File: config.mk
export PLATFORM = sky130hd
export DESIGN_NAME = reg_seq_ctrl
export DESIGN_NICKNAME = d
export VERILOG_FILES = /design/src/rtl/reg_seq_pkg.sv /design/src/rtl/reg_seq_ctrl_register.sv /design/src/rtl/reg_seq_ctrl.sv
export SDC_FILE = /design/constraint.sdc
export NUM_CORES = 1
export LEC_CHECK = 0
export CAP_MARGIN = 15
export CORE_UTILIZATION = 32
export CTS_BUF_LIST = sky130_fd_sc_hd__clkbuf_16
export DETAILED_ROUTE_END_ITERATION = 10
export GPL_TIMING_DRIVEN = 0
export PLACE_DENSITY = 0.75
export SYNTH_ARGS = -nofsm -noshare
export SYNTH_HDL_FRONTEND = slang
export SYNTH_SLANG_ARGS = --single-unit
File: constraint.sdc
create_clock -name clk -period 1.5 [get_ports clk]
set_input_delay 0.225 -clock clk [delete_from_list [all_inputs] [get_ports clk]]
set_output_delay 0.225 -clock clk [all_outputs]
set_load 0.01 [all_outputs]
File: src/rtl/reg_seq_pkg.sv
// Shared encodings for the register command sequencer.
// Op codes, FSM states and the repeat-op helper.
package reg_seq_pkg;

    localparam logic [2:0] OP_CLR  = 3'd0;
    localparam logic [2:0] OP_LOAD = 3'd1;
    localparam logic [2:0] OP_INC  = 3'd2;
    localparam logic [2:0] OP_DEC  = 3'd3;
    localparam logic [2:0] OP_SHR  = 3'd4;
    localparam logic [2:0] OP_SHL  = 3'd5;
    localparam logic [2:0] OP_ROR  = 3'd6;
    localparam logic [2:0] OP_ROL  = 3'd7;

    typedef enum logic [1:0] {
        ST_IDLE = 2'd0,
        ST_EXEC = 2'd1,
        ST_DONE = 2'd2
    } state_t;

    function automatic logic op_is_repeat(input logic [2:0] op);
        return (op != OP_CLR) && (op != OP_LOAD);
    endfunction

endpackage

File: src/rtl/reg_seq_ctrl_register.sv
// General-purpose register with clear/load/inc/dec/shift controls.
// Controls are prioritised cl > ld > inc > dec > sr > sl.
module register #(
    parameter int DATA_WIDTH = 16
) (
    input  logic                  clk,
    input  logic                  rst_n,
    input  logic                  cl,
    input  logic                  ld,
    input  logic                  inc,
    input  logic                  dec,
    input  logic                  sr,
    input  logic                  ir,
    input  logic                  sl,
    input  logic                  il,
    input  logic [DATA_WIDTH-1:0] in,
    output logic [DATA_WIDTH-1:0] q
);

    always_ff @(posedge clk or negedge rst_n) begin
        if (!rst_n) begin
            q <= '0;
        end else if (cl) begin
            q <= '0;
        end else if (ld) begin
            q <= in;
        end else if (inc) begin
            q <= q + DATA_WIDTH'(1);
        end else if (dec) begin
            q <= q - DATA_WIDTH'(1);
        end else if (sr) begin
            q <= {ir, q[DATA_WIDTH-1:1]};
        end else if (sl) begin
            q <= {q[DATA_WIDTH-2:0], il};
        end
    end

endmodule

File: src/rtl/reg_seq_ctrl.sv
// Multi-cycle command sequencer driving one register's control pins.
// Accepts a command, repeats the op N times, then pulses done.
module reg_seq_ctrl
    import reg_seq_pkg::*;
#(
    parameter int DATA_WIDTH = 16,
    parameter int CNT_WIDTH  = 4
) (
    input  logic                  clk,
    input  logic                  rst_n,
    input  logic                  cmd_valid,
    output logic                  cmd_ready,
    input  logic [2:0]            cmd_op,
    input  logic [CNT_WIDTH-1:0]  cmd_amt,
    input  logic [DATA_WIDTH-1:0] cmd_data,
    input  logic [DATA_WIDTH-1:0] reg_q,
    output logic                  reg_cl,
    output logic                  reg_ld,
    output logic                  reg_inc,
    output logic                  reg_dec,
    output logic                  reg_sr,
    output logic                  reg_ir,
    output logic                  reg_sl,
    output logic                  reg_il,
    output logic [DATA_WIDTH-1:0] reg_in,
    output logic                  busy,
    output logic                  done,
    output logic [DATA_WIDTH-1:0] result
);

    state_t                  state_q;
    state_t                  state_d;
    logic [2:0]              op_q;
    logic [DATA_WIDTH-1:0]   data_q;
    logic [CNT_WIDTH-1:0]    n_eff;
    logic [CNT_WIDTH-1:0]    cnt_q;
    logic                    accept;
    logic                    in_exec;

    assign accept  = cmd_valid && cmd_ready;
    assign in_exec = (state_q == ST_EXEC);
    assign n_eff   = op_is_repeat(cmd_op) ? cmd_amt : CNT_WIDTH'(1);

    // Remaining-count counter: loaded with N at accept, counts down in EXEC.
    register #(
        .DATA_WIDTH(CNT_WIDTH)
    ) u_cnt (
        .clk  (clk),
        .rst_n(rst_n),
        .cl   (1'b0),
        .ld   (accept),
        .inc  (1'b0),
        .dec  (in_exec),
        .sr   (1'b0),
        .ir   (1'b0),
        .sl   (1'b0),
        .il   (1'b0),
        .in   (n_eff),
        .q    (cnt_q)
    );

    always_ff @(posedge clk or negedge rst_n) begin
        if (!rst_n) begin
            state_q <= ST_IDLE;
            op_q    <= OP_CLR;
            data_q  <= '0;
        end else begin
            state_q <= state_d;
            if (accept) begin
                op_q   <= cmd_op;
                data_q <= cmd_data;
            end
        end
    end

    always_comb begin
        state_d = state_q;
        unique case (state_q)
            ST_IDLE: begin
                if (accept) begin
                    state_d = (n_eff == '0) ? ST_DONE : ST_EXEC;
                end
            end
            ST_EXEC: begin
                if (cnt_q == CNT_WIDTH'(1)) begin
                    state_d = ST_DONE;
                end
            end
            ST_DONE: state_d = ST_IDLE;
            default: state_d = ST_IDLE;
        endcase
    end

    // Moore controls; serial-in bits follow the live register edge bits.
    always_comb begin
        reg_cl  = 1'b0;
        reg_ld  = 1'b0;
        reg_inc = 1'b0;
        reg_dec = 1'b0;
        reg_sr  = 1'b0;
        reg_ir  = 1'b0;
        reg_sl  = 1'b0;
        reg_il  = 1'b0;
        if (in_exec) begin
            unique case (op_q)
                OP_CLR:  reg_cl  = 1'b1;
                OP_LOAD: reg_ld  = 1'b1;
                OP_INC:  reg_inc = 1'b1;
                OP_DEC:  reg_dec = 1'b1;
                OP_SHR:  reg_sr  = 1'b1;
                OP_SHL:  reg_sl  = 1'b1;
                OP_ROR: begin
                    reg_sr = 1'b1;
                    reg_ir = reg_q[0];
                end
                OP_ROL: begin
                    reg_sl = 1'b1;
                    reg_il = reg_q[DATA_WIDTH-1];
                end
                default: ;
            endcase
        end
    end

    assign cmd_ready = (state_q == ST_IDLE);
    assign busy      = (state_q == ST_EXEC) || (state_q == ST_DONE);
    assign done      = (state_q == ST_DONE);
    assign reg_in    = data_q;
    assign result    = reg_q;

endmodule

-- After elaboration in Yosys (flattened, before gate mapping)
Cells that the tools add are included.
- reduce and logical (&&, ||, !) cells: 11
- add/subtract/negate cells: 1
- multiplexer cells: 23
- equality and inequality tests: 13
- operator list (kind ; count):
    1-bit 2-to-1 mux ; 16
    3-bit equality test, second input constant ; 4
    4-bit 2-to-1 mux ; 3
    3-bit by 2-bit equality test with 1-bit output, second input constant ; 2
    2-bit 2-to-1 mux ; 3
    4-bit by 1-bit equality test with 1-bit output, second input constant ; 1
    4-bit logical NOT ; 1
    2-bit by 1-bit inequality test with 1-bit output, second input constant ; 2
    2-bit one-hot mux with 2 select lines ; 1
    2-bit OR reduction ; 2
    4-bit by 1-bit subtractor with 4-bit output, second input constant ; 1
    3-bit by 1-bit equality test with 1-bit output, second input constant ; 1
    3-bit logical NOT ; 1
    3-bit by 1-bit inequality test with 1-bit output, second input constant ; 1
    3-bit nonzero test ; 1
    2-bit by 1-bit equality test with 1-bit output, second input constant ; 1
    2-bit equality test, second input constant ; 1
    1-bit logical AND ; 2
    2-bit logical NOT ; 1
    2-bit AND reduction ; 1
    2-bit nonzero test ; 1
    1-bit logical OR ; 1
- register bits after elaboration: 25
- logic and storage cells: 52
- output and inout bits: 43

-- Logic depth before layout (Yosys ltp)
Gate-level depths: netlist of run 1.
- depth in word-level cells: 7
- depth in mapped cells: 6
- gate-level depth less buffers: 5

-- Cells and area by module
Synthesis of run 1 repeated with hierarchy kept, for this count alone.
- cells, all modules: 149
- area total of the unflattened synthesis: 1587.8 um2
- by module, submodules not included (module ; instances ; area an instance (um2) ; cells each ; sequential area each (um2)):
    reg_seq_ctrl ; 1 ; 1127.3 ; 97 ; 525.5
    register ; 1 ; 460.4 ; 52 ; 100.1

-- Least setup slack after synthesis of run 1
OpenSTA, ideal clock, no wires.
- path kind: register to register
- from: reg state_q[0]
- to: reg op_q[2]
- arrival time: 1.454 ns
- required time: 1.375 ns
- setup time: 0.125 ns
- path slack: -0.078 ns
- cell stages (with the launch flop): 6
- cell sequence: dfrtp_1 -> inv_1 -> ha_1 -> nand2_1 -> buf_2 -> mux2_2
- cells in the longest elaborated chain, start to end: 2
- ends and longest elaborated chain (element ; line ; text):
    start, declared ; reg_seq_ctrl.sv:31 ; state_t state_q;
    start signal, assigned ; reg_seq_ctrl.sv:68 ; state_q <= state_d;
    2-bit logical NOT ; reg_seq_ctrl.sv:125 ; assign cmd_ready = (state_q == ST_IDLE);
    via cmd_ready ; reg_seq_ctrl.sv:12 ; output logic cmd_ready,
    1-bit logical AND ; reg_seq_ctrl.sv:40 ; assign accept = cmd_valid && cmd_ready;
    end signal, assigned ; reg_seq_ctrl.sv:70 ; op_q <= cmd_op;
    end, declared ; reg_seq_ctrl.sv:33 ; logic [2:0] op_q;
The timed path passes the listed nets, and every way through them passes these cells.
A chain may end at the register's enable or synchronous reset.

-- Worst setup path in the final report of run 1
- from: reg state_q[1]
- to: out reg_inc
- cells in the longest elaborated chain, start to end: 2
- ends and longest elaborated chain (element ; line ; text):
    2-bit by 1-bit equality test with 1-bit output ; reg_seq_ctrl.sv:41 ; assign in_exec = (state_q == ST_EXEC);
    1-bit 2-to-1 mux ; reg_seq_ctrl.sv:104 ; if (in_exec) begin
    end, declared ; reg_seq_ctrl.sv:19 ; output logic reg_inc,
Every way passes these cells.

==> results.ini, run 1 <==
[run]
timing.max_cap.violations=0

[placed_design]
placed_cells=231
postPlaceCellArea_um2=2070
gp_weighted_congestion=0.795
dp.final_hpwl_um=2360
io_buffer_count=70
detailedPlace.worstSlack_ps=-553

[synth]
postSynthCellCount=113
muxShareOfSynthArea_pct=16.4
synthDominantCellAreaShare_pct=48.0
syn_area_um2=1300
synth-xor-area-share_pct=2.02
synth_top_family_by_area=multiplexers
synth.avg_cell_area_um2=11.5
ys.flop_type=dfrtp_1
synthesis.nets=160
ys_seq_area_share_pct=48.0
netlist_top_cells_area=dfrtp_1 (48%), mux2_2 (16%), buf_4 (9.2%)
synth-edff-count=0
synth_compound_gate_area_share_pct=6.34
async_flop_share_pct=100
synth_simple_gate_area_share_pct=10.6
synth_adder_area_share_pct=4.80
synth_top_cell_by_area=dfrtp_1
synth_cell_types=28
yosys_reg_bits=25
yosysWarnings=0

[timing]
post-route-min-period_ps=1640
finalHoldViolations=0
timing.hold.ws_ps=295
final-max-slew-violation-count=0
clock-skew-final_ps=1.87
setup-violations-final=7
rsz_0062_raised_after_global_routing=yes
timing.setup.tns_ps=-735
fin_ws_ps=-139
max_clock_freq_ghz=0.610
final_cycle_share_pct=109
tightestPinTransition_ps=466
worst_slew_margin_rel_pct=68.8

[clock_tree]
inserted_clock_buffers=3
tritoncts_num_sinks=25
tritoncts=yes
clock_latency_late_sink_ps=250
htreeDepth=1
cts_root_buffer=clkbuf_16
clockBufferDepth=2
worst_setup_hold_path_clk_slew_ps=60

[pwr]
post-layout-total-power_mw=4.17
cellInternalPower_mw=2.81
power_leakage_nw=1.08
p_seq_share_pct=30.0
comb_power_share_pct=56.5
net-switching-power_mw=1.36
power.share.clock_pct=13.5
power_dens_cells_nw_per_um2=1770
netSwitchingFraction_pct=32.5
ir_drop_worst_vdd_uv=1160

[global_route]
grt_usage_pct=14.6
via_count_of_the_first_global_routing_pass=1081
grt_pass1_wl_um=4860
global_route.overflow_total=0
initial_antenna_violation_count=0
grt_start_max_net_pins=26

[setup_path]
worst-r2r-cell-count=6
critPathMaxFanout=4
timing.critical_path.arrival_ps=1410
critical_path_origin=state_q[1]$_DFFE_PN0P_
r2r-end=reg_in[4]$_DFFE_PN0P_
endpoint_kind=primary output
critPathKind=register to primary output
worstSetupStartpointType=register
reg2reg_from=state_q[1]$_DFFE_PN0P_
worst_ep_required_time_ps=1270
worst_setup_path_endpoint=reg_inc
reg2reg_setup_slack_ps=30

[cells_and_area]
final_core_utilization_pct=62.5
postLayoutCellArea_um2=2360
num_antenna_cells=0
area_growth_syn_to_layout_pct=81.1
nets=252
fill_cells=303
post_layout_nonfiller_instances=252
drive_gt1_share_pct=43.6

[drt]
route.met3.wl_um=269
dr.pass1.iters=4
totalWireLength_um=3240
drt_drc_violations_left=0
dr.first_iter.drc_count=12
wire_per_inst_um=12.8
route.met2.wl_um=1720
m1WireLength_um=1230
detail_route.vias_per_cell=4.53
top_layer=met4
final_antenna_net_count=0
vias=1142

[floorplan]
design.portCount=85
coreArea_um2=3770
die-area_um2=4330
row_count=22
fp.dieW_um=65.8
starting_density_of_the_core_pct=34.5
die_height_um=65.8

[status]
violations=negative setup slack
outcome=finished, violations left

[hold_path]
hold_path_class=input port to async pin

[registers in the layout (all words and copies together) (netlist names)]
signal / cells
op_q: 3
reg_in: 16
state_q: 2
u_cnt.q: 4
[power by group through the flow]
| stage | clock, mW | sequential [mW] | combinational [mW] |
|---|---|---|---|
| after CTS | 0.577 | 1.26 | 2.08 |
| after floorplan | 0 | 1.31 | 0.920 |
| after detailed placement | 0 | 1.25 | 1.89 |
| final | 0.563 | 1.25 | 2.36 |
| after global placement | 0 | 1.22 | 1.84 |
| after global routing | 0.609 | 1.29 | 2.53 |
[worst max-delay path, cell delays in order (launching register included)]
cell and delay, ps:
dfrtp_1 390, inv_2 100, ha_4 140, buf_6 110
nand2b_4 70, nor3b_2 190, buf_2 160
[synthesized netlist by cell type (2+ instances only)]
library cell   n
xor2_1         2
nor2_1         8
buf_4         16
nand2_1        5
dfrtp_1       25
a22o_1         3
nor3_1         2
nand2b_1       3
inv_1          4
buf_2          3
nor3b_1        2
mux2_2        19
ha_1           5
a21oi_1        2
[layout make-up]
class | instances | area, um2 | share of cell area [%]
inverter | 4 | 15.0 | 0.637
timing repair buffer | 87 | 808 | 34.3
sequential | 25 | 626 | 26.5
clock inverter | 1 | 3.75 | 0.159
multi-input combinational | 64 | 604 | 25.6
buffer | 20 | 166 | 7.06
clock buffer | 3 | 75.1 | 3.18
tap | 48 | 60.1 | 2.55
[per-layer routing]
layer / up-vias / global-route usage [%]
li1: 553 / -
met1: 544 / 17.0
met2: 43 / 26.1
met3: 2 / 4.31
met4: 0 / 3.26
met5: - / 0
[placed cells by master (no fill, tap or decap), types with 2 or more instances in the layout]
cell type / synthesis / final
ha_1: 5 / 3
nor3b_2: 0 / 2
a21oi_1: 2 / 2
mux2_2: 19 / 19
xor2_1: 2 / 2
buf_8: 0 / 2
nand2b_1: 3 / 2
nor2_2: 0 / 4
buf_4: 16 / 31
nand2_4: 0 / 2
nor2_1: 8 / 4
a22o_1: 3 / 3
inv_1: 4 / 2
dfrtp_1: 25 / 25
inv_2: 0 / 3
nand2_1: 5 / 3
clkbuf_2: 0 / 3
clkbuf_16: 0 / 4
dlygate4sd2_1: 0 / 2
clkdlybuf4s50_1: 0 / 57
ha_4: 0 / 2
buf_2: 3 / 9
[worst min-delay path by stage]
stage | from | end | slack, ps
floorplan | rst_n | op_q[0]$_DFFE_PN0P_ | -70
global placement | reg_in[9]$_DFFE_PN0P_ | reg_in[9]$_DFFE_PN0P_ | 490
detailed placement | reg_in[11]$_DFFE_PN0P_ | reg_in[11]$_DFFE_PN0P_ | 490
CTS | reg_in[14]$_DFFE_PN0P_ | reg_in[14]$_DFFE_PN0P_ | 510
global route | rst_n | reg_in[5]$_DFFE_PN0P_ | 320
finish | rst_n | reg_in[5]$_DFFE_PN0P_ | 300
[logic make-up (layout without fill, tap and decap cells)]
kind of cell             count (synthesis)  after routing
XOR/XNOR                                 3              3
adder cells (fa/ha/maj)                  5              5
AND/OR/NAND/NOR                         26             26
AO/OA/AOI/OAI                           11             11
multiplexers                            19             19
buffers and inverters                   24            115
flip-flops                              25             25
[what timing repair did]
action | in CTS | in global routing
buffers inserted | 6 | 9
pin swaps | 5 | 5
resized for setup | 62 | 10
gates cloned | 0 | 1
setup endpoints to repair | 29 | 15
hold buffers | 0 | 0
Note: power is estimated with default switching activity, not from simulation.
==> run 2: changes to the inputs <==
--- a/config.mk
+++ b/config.mk
@@ -6,11 +6,11 @@
 export NUM_CORES = 1
 export LEC_CHECK = 0
 export CAP_MARGIN = 15
-export CORE_UTILIZATION = 32
+export CORE_UTILIZATION = 39
 export CTS_BUF_LIST = sky130_fd_sc_hd__clkbuf_16
 export DETAILED_ROUTE_END_ITERATION = 10
 export GPL_TIMING_DRIVEN = 0
-export PLACE_DENSITY = 0.75
+export PLACE_DENSITY = 0.85
 export SYNTH_ARGS = -nofsm -noshare
 export SYNTH_HDL_FRONTEND = slang
 export SYNTH_SLANG_ARGS = --single-unit
==> constraint.sdc (replaced) <==
create_clock -name clk -period 2.1 [get_ports clk]
set_input_delay 0.315 -clock clk [delete_from_list [all_inputs] [get_ports clk]]
set_output_delay 0.315 -clock clk [all_outputs]
set_load 0.01 [all_outputs]
==> results.ini, run 2 (synthesized netlist as in run 1, its figures left out) <==
[drt]
vias=1107  ; was 1142
dr.first_iter.drc_count=16  ; was 12
final_antenna_net_count=0  ; unchanged
wire_per_inst_um=14.0  ; was 12.8 um
drt_drc_violations_left=0  ; unchanged
dr.pass1.iters=4  ; unchanged
totalWireLength_um=3250  ; was 3240 um
detail_route.vias_per_cell=4.77  ; was 4.53

[cells_and_area]
drive_gt1_share_pct=25.5  ; was 43.6%
multi_input_comb_area_um2=531  ; was 604 um2
largest_reg_flops=16  ; unchanged
layout_commonest_cell=clkdlybuf4s50_1  ; unchanged
postLayoutCellArea_um2=2150  ; was 2360 um2
fill_cells=265  ; was 303
post_layout_nonfiller_instances=232  ; was 252
nets=236  ; was 252
layout_common_cells=clkdlybuf4s50_1 (62), dfrtp_1 (25), mux2_2 (19)  ; was clkdlybuf4s50_1 (57), buf_4 (31), dfrtp_1 (25)
final_core_utilization_pct=69.2  ; was 62.5%
num_antenna_cells=0  ; unchanged
area_growth_syn_to_layout_pct=64.9  ; was 81.1%
sequential_cell_area_um2=626  ; unchanged

[global_route]
grt_start_max_net_pins=26  ; unchanged
global_route.overflow_total=0  ; unchanged
grt_usage_pct=18.5  ; was 14.6%
initial_antenna_violation_count=0  ; unchanged
via_count_of_the_first_global_routing_pass=1097  ; was 1081
grt_pass1_wl_um=4890  ; was 4860 um

[pwr]
power_dens_cells_nw_per_um2=1250  ; was 1770 nW/um2
power_leakage_nw=0.966  ; was 1.08 nW
post-layout-total-power_mw=2.68  ; was 4.17 mW
ir_drop_worst_vdd_uv=805  ; was 1160 uV

[setup_path]
timing.critical_path.arrival_ps=1710  ; was 1410 ps
reg2reg_from=state_q[0]$_DFFE_PN0P_  ; was state_q[1]$_DFFE_PN0P_
worstSetupStartpointType=register  ; unchanged
critPathMaxFanout=10  ; was 4
reg2reg_setup_slack_ps=320  ; was 30 ps
critPathKind=register to primary output  ; unchanged
worst_ep_required_time_ps=1780  ; was 1270 ps
endpoint_kind=primary output  ; unchanged
critical_path_origin=state_q[1]$_DFFE_PN0P_  ; unchanged

[clock_tree]
clockBufferDepth=2  ; unchanged
cts_root_buffer=clkbuf_16  ; unchanged
tritoncts=yes  ; unchanged
post_cts_hold_buffer_count=0  ; unchanged
htreeDepth=1  ; unchanged
inserted_clock_buffers=3  ; unchanged
tritoncts_num_sinks=25  ; unchanged
worst_setup_hold_path_clk_slew_ps=60  ; about the same
cts_repair_resize_count=11  ; was 62
cts_post_setup_buffers_inserted=0  ; was 6
clock_latency_late_sink_ps=250  ; about the same

[timing]
max_clock_freq_ghz=0.493
rsz_0062_raised_after_global_routing=no  ; was yes
final-max-slew-violation-count=0  ; unchanged
worst_slew_margin_rel_pct=75.9  ; was 68.8%
post-route-min-period_ps=2030
setup-violations-final=0  ; was 7
tightestPinTransition_ps=356  ; was 466 ps
clock-skew-final_ps=2.35  ; was 1.87 ps
finalHoldViolations=0  ; unchanged
final_cycle_share_pct=96.6

[floorplan]
starting_density_of_the_core_pct=42.0  ; was 34.5%
die-area_um2=3570  ; was 4330 um2
design.portCount=85  ; unchanged
coreArea_um2=3100  ; was 3770 um2
fp.dieW_um=59.8  ; was 65.8 um
row_count=20  ; was 22
die_height_um=59.8  ; was 65.8 um

[placed_design]
postPlaceCellArea_um2=2060  ; was 2070 um2
gp_weighted_congestion=0.802  ; was 0.795
dp.final_hpwl_um=2520  ; was 2360 um
io_buffer_count=70  ; unchanged
placed_cells=227  ; was 231

[hold_path]
hold_path_class=input port to async pin  ; unchanged

[run]
timing.max_cap.violations=0  ; unchanged

[status]
outcome=finished, final reports clean  ; was finished, violations left

## run 2: cell types whose count changed in the layout (fill, tap and decap cells not counted), sizes merged
cell / change
clkdlybuf4s50: +5
buf: -24
dlygate4sd2: +4
clkbuf: -1
## run 2: through the flow
stage | hold slack, ps | TNS, ps | setup slack [ps]
after global placement | 487 | 0 | 34.8
after floorplan | 19.4 | 0 | 522
after CTS | 508 | 0 | 6.47
final | 321 | 0 | 71.5
after global routing | 340 | 0 | 4.67
after detailed placement | 495 | -112 | -88.0
## run 2: report_power, final
group	internal (mW)	total (mW)	switching, mW	leakage [nW]
Sequential	0.727	0.886	0.159	0.297
Combinational	0.810	1.38	0.568	0.626
Clock	0.254	0.414	0.160	0.0423
## run 2: routing by layer
layer,vias up,routed length (um),GRT usage (%)
li1,520,-,-
met3,2,360,6.93
met1,520,1240,20.8
met5,-,0,0
met4,0,5,3.99
met2,65,1650,33.2
## run 2: final cells by class
type,count,share of cell area [%]
Timing Repair Buffer,71,32.5
Sequential cell,25,29.1
Multi-Input combinational cell,64,24.7
Buffer,20,6.76
Clock buffer,3,3.49
Tap cell,44,2.56
Inverter,4,0.699
Clock inverter,1,0.175
## run 2: critical path: stages (launching register included)
cell and delay [ps]:
dfrtp_1 400, inv_1 110, ha_2 210, buf_6 140
nand2b_1 130, nor3_1 170, dlygate4sd2_1 290
## run 2: path summary, 6_finish.rpt
check	to	cells past startpoint
min in group clk	reg_in[3]$_DFFE_PN0P_	1
worst min register to register	reg_in[3]$_DFFE_PN0P_	1
worst max-delay path	reg_cl	6
worst min-delay path	reg_in[3]$_DFFE_PN0P_	1
max in group asynchronous	op_q[0]$_DFFE_PN0P_	2
worst max register to register	reg_in[5]$_DFFE_PN0P_	5
